## config.mk

```make
export PLATFORM = sky130hd
export DESIGN_NAME = alu_input_seq
export DESIGN_NICKNAME = d
export VERILOG_FILES = /design/src/rtl/alu_input_seq.sv
export SDC_FILE = /design/constraint.sdc
export NUM_CORES = 1
export LEC_CHECK = 0
export ABC_AREA = 1
export CAP_MARGIN = 25
export CORE_AREA = 3 3 55 44
export DETAILED_ROUTE_END_ITERATION = 8
export DIE_AREA = 0 0 58 47
export GPL_ROUTABILITY_DRIVEN = 0
export PLACE_DENSITY = 0.71
export SYNTH_ARGS = -nofsm -noshare
export SYNTH_HDL_FRONTEND = slang
export SYNTH_SLANG_ARGS = --single-unit
```

## constraint.sdc

```tcl
create_clock -name i_clk -period 1.02 [get_ports i_clk]
set_input_delay 0.204 -clock i_clk [delete_from_list [all_inputs] [get_ports i_clk]]
set_output_delay 0.204 -clock i_clk [all_outputs]
set_load 0.1 [all_outputs]
```

## src/rtl/alu_input_seq.sv

```systemverilog
// Operand/opcode entry sequencer: one debounced push-button steps the FSM A -> B -> OP -> SHOW, latching i_sw.
// Optional macro ALU_INPUT_SEQ_DEBOUNCE_EN enables the DEB_CYCLES debouncer; otherwise the synchronised level is registered once.
module alu_input_seq #(
  parameter int DEB_CYCLES = 16
) (
  input  logic       i_clk,
  input  logic       i_rst_n,
  input  logic [3:0] i_sw,
  input  logic       i_btn,
  input  logic       i_clr,
  output logic [3:0] o_a,
  output logic [3:0] o_b,
  output logic [2:0] o_op,
  output logic       o_valid,
  output logic [1:0] o_state
);

  typedef enum logic [1:0] {
    S_A    = 2'b00,
    S_B    = 2'b01,
    S_OP   = 2'b10,
    S_SHOW = 2'b11
  } state_e;

  logic sync1_q, sync2_q;
  logic stable_q, stable_d, stable_dly_q;
  logic press;

  always_ff @(posedge i_clk or negedge i_rst_n) begin
    if (!i_rst_n) begin
      sync1_q      <= 1'b0;
      sync2_q      <= 1'b0;
      stable_q     <= 1'b0;
      stable_dly_q <= 1'b0;
    end else begin
      sync1_q      <= i_btn;
      sync2_q      <= sync1_q;
      stable_q     <= stable_d;
      stable_dly_q <= stable_q;
    end
  end

`ifdef ALU_INPUT_SEQ_DEBOUNCE_EN
  localparam int CNT_W = (DEB_CYCLES > 2) ? $clog2(DEB_CYCLES) : 1;
  localparam logic [CNT_W-1:0] CNT_MAX = CNT_W'(DEB_CYCLES - 1);

  logic [CNT_W-1:0] cnt_q, cnt_d;

  // Accept the new level only after it has differed for DEB_CYCLES cycles in a row.
  always_comb begin
    cnt_d    = '0;
    stable_d = stable_q;
    if (sync2_q != stable_q) begin
      if (cnt_q == CNT_MAX) stable_d = sync2_q;
      else                  cnt_d    = cnt_q + 1'b1;
    end
  end

  always_ff @(posedge i_clk or negedge i_rst_n) begin
    if (!i_rst_n) cnt_q <= '0;
    else          cnt_q <= cnt_d;
  end
`else
  localparam int unused_deb_cycles = DEB_CYCLES;
  assign stable_d = sync2_q;
`endif

  assign press = stable_q & ~stable_dly_q;

  state_e     state_q, state_d;
  logic [3:0] a_q, a_d, b_q, b_d;
  logic [2:0] op_q, op_d;
  logic       valid_q, valid_d;

  always_comb begin
    state_d = state_q;
    a_d     = a_q;
    b_d     = b_q;
    op_d    = op_q;
    valid_d = 1'b0;
    if (i_clr) begin
      // Clear wins over a press landing on the same edge; that press is dropped.
      state_d = S_A;
      a_d     = '0;
      b_d     = '0;
      op_d    = '0;
    end else if (press) begin
      case (state_q)
        S_A: begin
          a_d     = i_sw;
          state_d = S_B;
        end
        S_B: begin
          b_d     = i_sw;
          state_d = S_OP;
        end
        S_OP: begin
          op_d    = i_sw[2:0];
          state_d = S_SHOW;
          valid_d = 1'b1;
        end
        default: state_d = S_A;
      endcase
    end
  end

  always_ff @(posedge i_clk or negedge i_rst_n) begin
    if (!i_rst_n) begin
      state_q <= S_A;
      a_q     <= '0;
      b_q     <= '0;
      op_q    <= '0;
      valid_q <= 1'b0;
    end else begin
      state_q <= state_d;
      a_q     <= a_d;
      b_q     <= b_d;
      op_q    <= op_d;
      valid_q <= valid_d;
    end
  end

  assign o_a     = a_q;
  assign o_b     = b_q;
  assign o_op    = op_q;
  assign o_valid = valid_q;
  assign o_state = state_q;

endmodule

```

=== After elaboration in Yosys (flattened, before gate mapping) ===
Index checks and enable logic that the tools add are counted.

* Bitwise operators: 2
* Equality and inequality tests: 2
* Reduce and logical (&&, ||, !) cells: 8
* Muxes and demuxes: 15

{| class="wikitable"
|+ Operator list
! cell !! count
|-
| 4-bit two-way mux || 6
|-
| 3-bit two-way mux || 3
|-
| 2-bit nonzero test || 4
|-
| 2-bit one-hot mux with 3 select lines || 1
|-
| 2-bit AND reduction || 3
|-
| 2-bit two-way mux || 2
|-
| 1-bit two-way mux || 3
|-
| 2-bit by 1-bit equality test with 1-bit output, second input constant || 1
|-
| 2-bit equality test, second input constant || 1
|-
| 2-bit logical NOT || 1
|-
| 1-bit AND || 1
|-
| 1-bit inverter || 1
|}

* Bits in registers: 18
* Input port bits: 8
* Logic and storage cells: 36

=== Logic depth before layout (Yosys ltp) ===
Gate-level depths: netlist (run 1).

* Word-level depth: 4
* Mapped depth: 6
* Mapped depth without buffers: 6

=== Worst setup path before layout (run 1) ===
No wires, ideal clock.

* Path type: reg2reg
* Start: register state_q[0] (netlist: o_state[0])
* End: register a_q[0] (netlist: o_a[0])
* Setup slack: -0.734 ns
* Clock period less this slack: 1.754 ns
* Data required time: 0.897 ns
* Arrival: 1.631 ns
* Buffers on the path: 0
* Cell stages (with the launch flop): 7
* Cells stage by stage: dfrtp_1 -> inv_1 -> ha_1 -> nand3_2 -> clkinv_2 -> nand2_1 -> nand2_1

* Cells in the longest elaborated chain, start to end: 3

{| class="wikitable"
|+ RTL lines
! element !! line !! RTL
|-
| from (decl) || 70 || <nowiki>state_e state_q, state_d;</nowiki>
|-
| from (signal assigned) || 115 || <nowiki>state_q <= state_d;</nowiki>
|-
| 2-bit logical NOT || 88 || <nowiki>case (state_q)</nowiki>
|-
| 2-bit nonzero test (no line) || n/a ||
|-
| 2-bit AND reduction (no line) || n/a ||
|-
| to (signal assigned) || 110 || <nowiki>a_q <= '0;</nowiki>
|-
| to (signal assigned) || 116 || <nowiki>a_q <= a_d;</nowiki>
|-
| to (decl) || 71 || <nowiki>logic [3:0] a_q, a_d, b_q, b_d;</nowiki>
|}

Every way passes these cells.
A chain may end at the register's enable or synchronous reset.

=== Final worst setup path (run 1) ===
* Start: register state_q[0] (netlist: o_state[0])
* End: output o_state[0]

{| class="wikitable"
|+ RTL lines
! element !! line !! RTL
|-
| to (decl) || 15 || <nowiki>output logic [1:0] o_state</nowiki>
|}

No word-level cell between the ends.

==> results of run 1 <==
-- state kept, by name, indices dropped and copies added, names as in the netlist, 2 cells and up --
signal and count:
o_state 2, o_a 4, o_op 3, o_b 4
-- repair_timing --
action | in CTS | in global routing
setup buffers | 2 | 3
endpoints found under the setup margin | 28 | 28
gates resized for setup | 4 | 26
pin swaps | 0 | 13
gates cloned | 0 | 0
-- layout make-up --
type	instances	area, µm²	share of cell area (%)
multi-input cells	53	404	27.1
inverters	13	71.3	4.78
repair buffers	32	477	32.0
flip-flops and latches	18	473	31.7
well taps	24	30.0	2.01
clock buffers	4	36.3	2.43
-- cells in the final DEF, fill, tap and decap left out --
cell,count
buf_12,16
nand2_1,14
dfrtp_2,12
nand2_2,9
inv_1,8
nand3_1,8
clkdlybuf4s50_1,7
nand3_2,5
nor2_1,5
buf_6,5
buf_4,4
dfrtp_1,4
nand3_4,3
nand2_4,3
ha_4,3
clkbuf_4,3
clkinv_4,2
dfrtp_4,2
inv_8,1
inv_6,1
nor2_4,1
inv_2,1
o21ai_2,1
o21ai_1,1
clkbuf_8,1
-- worst reg2reg max path, delay by kind of cell, from the launching register on --
family | cells | cell delay (ps)
adder cells (fa/ha/maj) | 1 | 140
AND/OR/NAND/NOR | 4 | 370
buffers and inverters | 2 | 200
flip-flops | 1 | 500
-- worst paths after layout --
kind                                        start                     end  slack, ps
setup / recovery           o_state[0]$_DFFE_PN0P_              o_state[0]       -260
hold / removal                            i_rst_n      o_b[3]$_DFFE_PN0P_        220
max in group asynchronous                 i_rst_n  o_state[1]$_DFFE_PN0P_        640
hold reg to reg                 sync1_q$_DFF_PN0_      stable_d$_DFF_PN0_        360
setup reg to reg           o_state[0]$_DFFE_PN0P_     o_op[0]$_DFFE_PN0P_       -260
min in group i_clk                          i_btn       sync1_q$_DFF_PN0_        350
-- routing by layer --
| layer | routed length, µm | part of all wire [%] | GRT usage (%) | vias to the layer above |
|---|---|---|---|---|
| li1 | - | - | - | 334 |
| met1 | 790 | 40 | 19.0 | 334 |
| met2 | 1080 | 54 | 23.9 | 15 |
| met3 | 95 | 4.8 | 6.32 | 2 |
| met4 | 21 | 1.1 | 4.63 | 0 |
| met5 | 0 | 0 | 0 | - |
-- where the power goes --
group | leakage (nW) | total, mW | switching [mW] | internal [mW]
Clock | 0.0210 | 0.435 | 0.218 | 0.218
Sequential | 0.215 | 0.789 | 0.0367 | 0.753
Combinational | 0.455 | 0.544 | 0.329 | 0.215
Total | 0.691 | 1.77 | 0.583 | 1.19
-- stage by stage --
step	setup TNS [ps]	hold slack, ps
3_5_place_dp	-2820	347
5_1_grt	-5790	227
3_3_place_gp	-2370	334
2_1_floorplan	-2930	-91.6
6_report	-4420	225
4_1_cts	-4570	223
-- cell families (layout without fill, tap and decap cells) --
kind of cell,Yosys count,after routing,share of synthesized area [%]
buffers and inverters,14,49,8.04
AOI/OAI and AO/OA,2,2,1.29
and+or+nand+nor,48,48,28.0
adders and majority gates,3,3,4.82
DFF,18,18,57.9
==> impl_metrics.yaml, run 1 <==
outcome:
  status: "finished with violations"
  violations: "setup timing"
sta:
  finalCritPeriodShare_pct: 126
  worstMarginPinSlew_ps: 451
  clock-skew-final_ps: 12.9
  rsz0062_at_grt: "true"
  fin_crit_ps: 1280
  hold_viol: 0
  fin_ws_ps: -261
  setup_viol: 28
  slew_headroom_pct: 69.8
  fmax_ghz: 0.781
  slew_viol_final: 0
setup_path:
  worstSetupPathType: "flip-flop to output pin"
  crit_slowest_cell: "dfrtp_4"
  slowest_delay_ps: 500
  critPathMaxFanout: 2
  cp-start-kind: "flip-flop"
  worst_ep_required_time_ps: 820
  path_buf_inv: 2
  r2r_cells: 7
  cp_cell_sequence: "buf_6 -> buf_12"
  critPathCaptureType: "output pin"
  cp_top_family: "flip-flops"
  crit_arrival_ps: 1080
  crit_cells: 2
layout:
  stdcell_area_um2: 1490
  fillers: 119
  fin_nets: 132
  fin_util_pct: 76.0
  diodes: 0
  final_cells: 144
  drive_gt1_share_pct: 60.8
  syn2layout_area_growth_pct: 91.6
synth:
  synth_area_leaders: "dfrtp_1 (58%), nand2_1 (12%), nand3_1 (8.4%), ha_1 (4.8%), inv_1 (4.8%)"
  post-synth-top-count-cell: "nand2_1"
  ys_ff_latch: 18
  ys.warnings.count: 0
  yosys.area.top_type: "dfrtp_1"
  synth_flop_cell: "dfrtp_1"
  async_flop_share_pct: 100
  avgSynthCellArea_um2: 9.16
  synth_edf_count: 0
  synthDominantCellAreaShare_pct: 57.9
  synth_cell_type_count: 12
  yosys-top-cells-count: "nand2_1 (25), dfrtp_1 (18), nand3_1 (13)"
  synth_cells: 85
  syn_area_um2: 778
  syn_nets: 96
  yosysSeqAreaShare_pct: 57.9
routing:
  routed_wirelength_um: 1990
  via_per_inst: 4.76
  drt_first_iter_violations: 9
  drt-wirelength-per-cell_um: 13.8
  ant_nets: 0
  num_vias: 685
  dr.pass1.iters: 4
  drc: 0
global_route:
  track_usage_pct: 15.0
  grt_pass1_wl_um: 2950
  overflow: 0
  grt_pass1_vias: 627
  antenna_found_initial: 0
  grt_max_degree: 19
placed_design:
  dpl.cell_count: 135
  hpwl_um: 1340
  dpl_cell_area_um2: 1320
  dp_slack_ps: -248
  portBuffers: 21
worst_hold_path:
  hp-class: "primary input to async pin"
floorplanning:
  rows: 14
  io_pins: 22
  initial_core_util_pct: 39.7
  core-area_um2: 1960
  die_w_um: 58
  die_y_um: 47
  fp.dieArea_um2: 2730
clocking:
  cts_buffer_depth: 2
  clk-insertion-delay-late_ps: 300
  cts_root_buf: "clkbuf_4"
  cts_hold_buf: 0
  cts_buffers: 3
  cts_max_level: 1
  clock_sinks: 18
  clk_pin_slew_ps: 110
  cts_tree: "built"
power_and_ir_drop:
  p_per_area_nw_per_um2: 1190
  p_leak_nw: 0.691
  ir_worst_vdd_mv: 1.13
  power_mw: 1.77
run:
  drv_cap: 0
Note: power is estimated with default switching activity, not from simulation.
==> inputs of run 2 (changes only) <==
Settings changed: CORE_AREA 3 3 55 44 to 3 3 44 54, DIE_AREA 0 0 58 47 to 0 0 47 57.
==> run 2 against run 1 <==
Compared with the run above:
- the flow still finishes with violations (setup timing)
- power down 5.5%
- routed wire length decreased by 9.9%
- global-route usage grew 0.78 points
- non-clock buffer count up 3
- register-to-register slack gained 40 ps
- largest power group unchanged
==> impl_metrics.yaml, run 2 (same netlist as run 1, synthesis figures left out) <==
setup_path:
  cp_top_family: "flip-flops"
  crit_cells: 2
  reg2reg_slack_ps: -220
  endpoint: "o_state[0]"
  reg2reg_from: "o_state[0]$_DFFE_PN0P_"
  r2r_cells: 7
  cp_cell_sequence: "buf_6 -> buf_12"
  timing.rr.end: "o_op[0]$_DFFE_PN0P_"
  slowest_delay_ps: 500
  cp-start-kind: "flip-flop"
  path_buf_inv: 2
  worstSetupPathType: "flip-flop to output pin"
  critPathMaxFanout: 3
  crit_slowest_cell: "dfrtp_4"
  critPathCaptureType: "output pin"
  cp-startpoint: "o_state[0]$_DFFE_PN0P_"
  worst_ep_required_time_ps: 820
  crit_arrival_ps: 1060
layout:
  drive_gt1_share_pct: 54.5
  fin_util_pct: 76.9
  fillers: 122
  diodes: 0
  multiInputGateArea_um2: 369
  mostFrequentLayoutCells: "nand2_1 (22), buf_12 (15), dfrtp_2 (12), buf_4 (10)"
  fin_nets: 135
  syn2layout_area_growth_pct: 85.0
  seqCellArea_um2: 473
  mostFrequentLayoutCell: "nand2_1"
sta:
  setup_viol: 28
  fmax_ghz: 0.791
  finalCritPeriodShare_pct: 124
  rsz0062_at_grt: "true"
  worstMarginPinSlew_ps: 349
  fin_crit_ps: 1260
  slew_viol_final: 0
  clock-skew-final_ps: 1.21
  hold_viol: 0
  fin_ws_ps: -245
  slew_headroom_pct: 76.7
power_and_ir_drop:
  power_mw: 1.67
  ir_worst_vdd_mv: 0.976
  p_leak_nw: 0.668
  p_per_area_nw_per_um2: 1160
placed_design:
  hpwl_um: 1250
  portBuffers: 21
worst_hold_path:
  hp-class: "primary input to async pin"
routing:
  drc: 0
  met1Wirelength_um: 786
  routed_wirelength_um: 1790
  via_per_inst: 4.78
  drt_first_iter_violations: 9
  highest_layer: "met4"
  num_vias: 679
  dr.pass1.iters: 4
  wl_met2_um: 905
  met3WireLength_um: 75
  drt-wirelength-per-cell_um: 12.6
  ant_nets: 0
floorplanning:
  core-area_um2: 1870
  die_w_um: 47
  die_y_um: 57
  initial_core_util_pct: 41.6
  rows: 17
  fp.dieArea_um2: 2680
  io_pins: 22
global_route:
  overflow: 0
  grt_pass1_vias: 721
  grt_max_degree: 19
  antenna_found_initial: 0
  grt_pass1_wl_um: 3100
  track_usage_pct: 15.8
clocking:
  cts_max_level: 1
  cts_tree: "built"
  cts_root_buf: "clkbuf_4"
  cts_buffers: 3
  cts_buffer_depth: 2
  clk_pin_slew_ps: 100
  cts_hold_buf: 0
  clock_sinks: 18
  clk-insertion-delay-late_ps: 290
run:
  drv_cap: 0
outcome:
  violations: "setup timing"
  status: "finished with violations"
==> run 2: changes by cell type in the layout (fill, tap and decap cells not counted), sizes merged <==
cell	change
buf	+3
==> run 2: layout make-up <==
class,instances,share of cell area (%)
flip-flops and latches,18,32.8
inverters,13,4.78
multi-input cells,53,25.6
clock buffers,4,1.82
repair buffers,35,33.3
well taps,19,1.65
==> run 2: how the worst min path moves through the flow <==
stage                                   from                      to  slack (ps)
after detailed placement   sync1_q$_DFF_PN0_      stable_d$_DFF_PN0_         340
final                                i_rst_n  stable_dly_q$_DFF_PN0_         240
after CTS                            i_rst_n     o_op[2]$_DFFE_PN0P_         250
after floorplan                      i_rst_n      o_a[0]$_DFFE_PN0P_         -90
after global routing                 i_rst_n  stable_dly_q$_DFF_PN0_         240
after global placement    stable_d$_DFF_PN0_      stable_q$_DFF_PN0_         330
==> run 2: through the flow <==
stage / hold WS (ps) / instances / TNS, ps / instance area [µm²] / worst slack, ps
after floorplan: -91.6 / 85 / -2930 / 878 / -226
after global placement: 335 / 128 / -2320 / 1280 / -207
after detailed placement: 344 / 128 / -2410 / 1280 / -235
after CTS: 247 / 140 / -4010 / 1410 / -244
after global routing: 237 / 142 / -5480 / 1440 / -292
final: 244 / 142 / -4050 / 1440 / -245
==> run 2: routing by layer <==
layer	global-route usage [%]	vias up
met5	0	-
met4	5.53	0
met3	4.10	4
met2	23.3	15
met1	22.1	321
li1	-	339
==> run 2: repair_timing <==
action | 4_1_cts | 5_1_grt
gates resized for setup | 12 | 4
pin swaps | 4 | 5
setup endpoints to repair | 28 | 28
setup buffers | 8 | 2
==> run 2: worst register-to-register path, cell delays in order, from the launching register on <==
cell and delay (ps):
dfrtp_4 500, buf_4 150, inv_6 60, ha_4 130
nand3_4 110, nand2_4 110, nand2_2 50, nand2_1 60
==> run 2: power by group <==
part           total [mW]  internal, mW  switching [mW]
Combinational       0.524         0.208           0.315
Sequential          0.788         0.753          0.0353
Clock               0.361         0.152           0.209
Total                1.67          1.11           0.559
==> inputs of run 3 (changes only) <==
Settings changed: PLACE_DENSITY 0.71 to 0.8.
==> run 3 against run 2 <==
Compared with the run above:
- the run still ends with setup timing left
- critical endpoint is now o_a[2]$_DFFE_PN0P_
- combinational power up 3%
- sequential share of layout area down 0.23 points
- worst setup slack worse by 34 ps
- routed wire length up 30%
==> impl_metrics.yaml, run 3 (same netlist as run 1, synthesis figures left out) <==
sta:
  worstMarginPinSlew_ps: 374
  slew_headroom_pct: 75.0
  hold_viol: 0
  rsz0062_at_grt: "true"
  whs_ps: 228
  slew_viol_final: 0
  setup_viol: 28
  clock-skew-final_ps: 8.52
  fin_ws_ps: -278
  fin_tns_setup_ps: -4590
  fmax_ghz: 0.770
  fin_crit_ps: 1300
  finalCritPeriodShare_pct: 127
placed_design:
  dpl.cell_count: 129
  hpwl_um: 1460
  portBuffers: 21
  dp_slack_ps: -296
  dpl_cell_area_um2: 1290
global_route:
  use_met2_pct: 27.4
  use_met3_pct: 3.15
  overflow: 0
  grt_max_degree: 19
  grt_util_met1_pct: 23.0
  antenna_found_initial: 0
  grt_pass1_wl_um: 3350
  grt_pass1_vias: 723
  track_usage_pct: 17.6
  busiest_layer: "met2"
clocking:
  clk-insertion-delay-late_ps: 300
  cts_root_buf: "clkbuf_4"
  cts_max_level: 1
  cts_buffers: 3
  cts_hold_buf: 0
  clk_pin_slew_ps: 100
  clock_sinks: 18
  cts_tree: "built"
  cts_buffer_depth: 2
setup_path:
  path_common_cell: "nand2_1"
  cp-start-kind: "flip-flop"
  slowest_delay_ps: 500
  r2r_cells: 7
  crit_slowest_cell: "dfrtp_4"
  critPathCaptureType: "flip-flop"
  critPathMaxFanout: 5
  crit_arrival_ps: 1530
  worstSetupPathType: "flip-flop to flip-flop"
  worst_ep_required_time_ps: 1260
  cp_cell_sequence: "buf_6 -> inv_6 -> ha_4 -> nand3_4 -> clkinv_4 -> nand2_1 -> nand2_1"
routing:
  drc: 0
  ant_nets: 0
  routed_wirelength_um: 2330
  num_vias: 747
  drt_first_iter_violations: 27
  drt-wirelength-per-cell_um: 16.4
  dr.pass1.iters: 4
  via_per_inst: 5.26
worst_hold_path:
  hp-class: "primary input to async pin"
run:
  drv_cap: 0
layout:
  final_cells: 142
  fillers: 113
  fin_nets: 135
  drive_gt1_share_pct: 57.7
  stdcell_area_um2: 1450
  syn2layout_area_growth_pct: 86.3
  diodes: 0
  mostFrequentLayoutCells: "nand2_1 (16), buf_12 (15), dfrtp_2 (12)"
  fin_util_pct: 77.5
  mostFrequentLayoutCell: "nand2_1"
floorplanning:
  initial_core_util_pct: 41.6
  die_w_um: 47
  core-area_um2: 1870
  fp.dieArea_um2: 2680
  rows: 17
  io_pins: 22
  die_y_um: 57
outcome:
  status: "finished with violations"
  violations: "setup timing"
power_and_ir_drop:
  ir_worst_vdd_mv: 0.913
  power_mw: 1.70
  p_per_area_nw_per_um2: 1180
  p_leak_nw: 0.670
[run 3: cell counts in the layout (fill, tap and decap cells not counted)]
Identical to the previous run, type by type.
[run 3: worst paths after layout]
check / endpoint / from / slack [ps]
min in group i_clk: sync1_q$_DFF_PN0_ / i_btn / 350
max: o_a[2]$_DFFE_PN0P_ / o_state[1]$_DFFE_PN0P_ / -280
min reg2reg: stable_q$_DFF_PN0_ / stable_d$_DFF_PN0_ / 370
max in group asynchronous: o_state[0]$_DFFE_PN0P_ / i_rst_n / 640
max reg2reg: o_a[2]$_DFFE_PN0P_ / o_state[1]$_DFFE_PN0P_ / -280
min: o_b[3]$_DFFE_PN0P_ / i_rst_n / 230
[run 3: report_power, final]
part           total, mW  internal (mW)  switching, mW
registers          0.792          0.753         0.0396
logic              0.542          0.212          0.330
clock network      0.371          0.152          0.218
total               1.70           1.12          0.588
[run 3: timing repair]
| item | CTS | global route |
|---|---|---|
| resized for setup | 7 | 14 |
| setup buffers | 7 | 2 |
| pin swaps | 2 | 11 |
| endpoints found under the setup margin | 28 | 28 |
| endpoints found under the hold margin | 0 | 0 |
[run 3: layout make-up]
class / count / area [µm²] / share of cell area [%]
repair buffers: 35 / 483 / 33.3
flip-flops and latches: 18 / 473 / 32.6
multi-input cells: 53 / 375 / 25.9
inverters: 13 / 68.8 / 4.75
clock buffers: 4 / 26.3 / 1.81
well taps: 19 / 23.8 / 1.64
[run 3: routing by layer]
| metal | share of wire (%) | vias up |
|---|---|---|
| li1 | - | 341 |
| met2 | 55 | 43 |
| met4 | 1.2 | 0 |
| met1 | 37 | 359 |
| met5 | 0 | - |
| met3 | 6.7 | 4 |
[run 3: worst max-delay path, delay by kind of cell (launching register included)]
family | cells | cell delay, ps
DFF | 1 | 500
buffers and inverters | 3 | 310
and+or+nand+nor | 3 | 270
adders and majority gates | 1 | 150
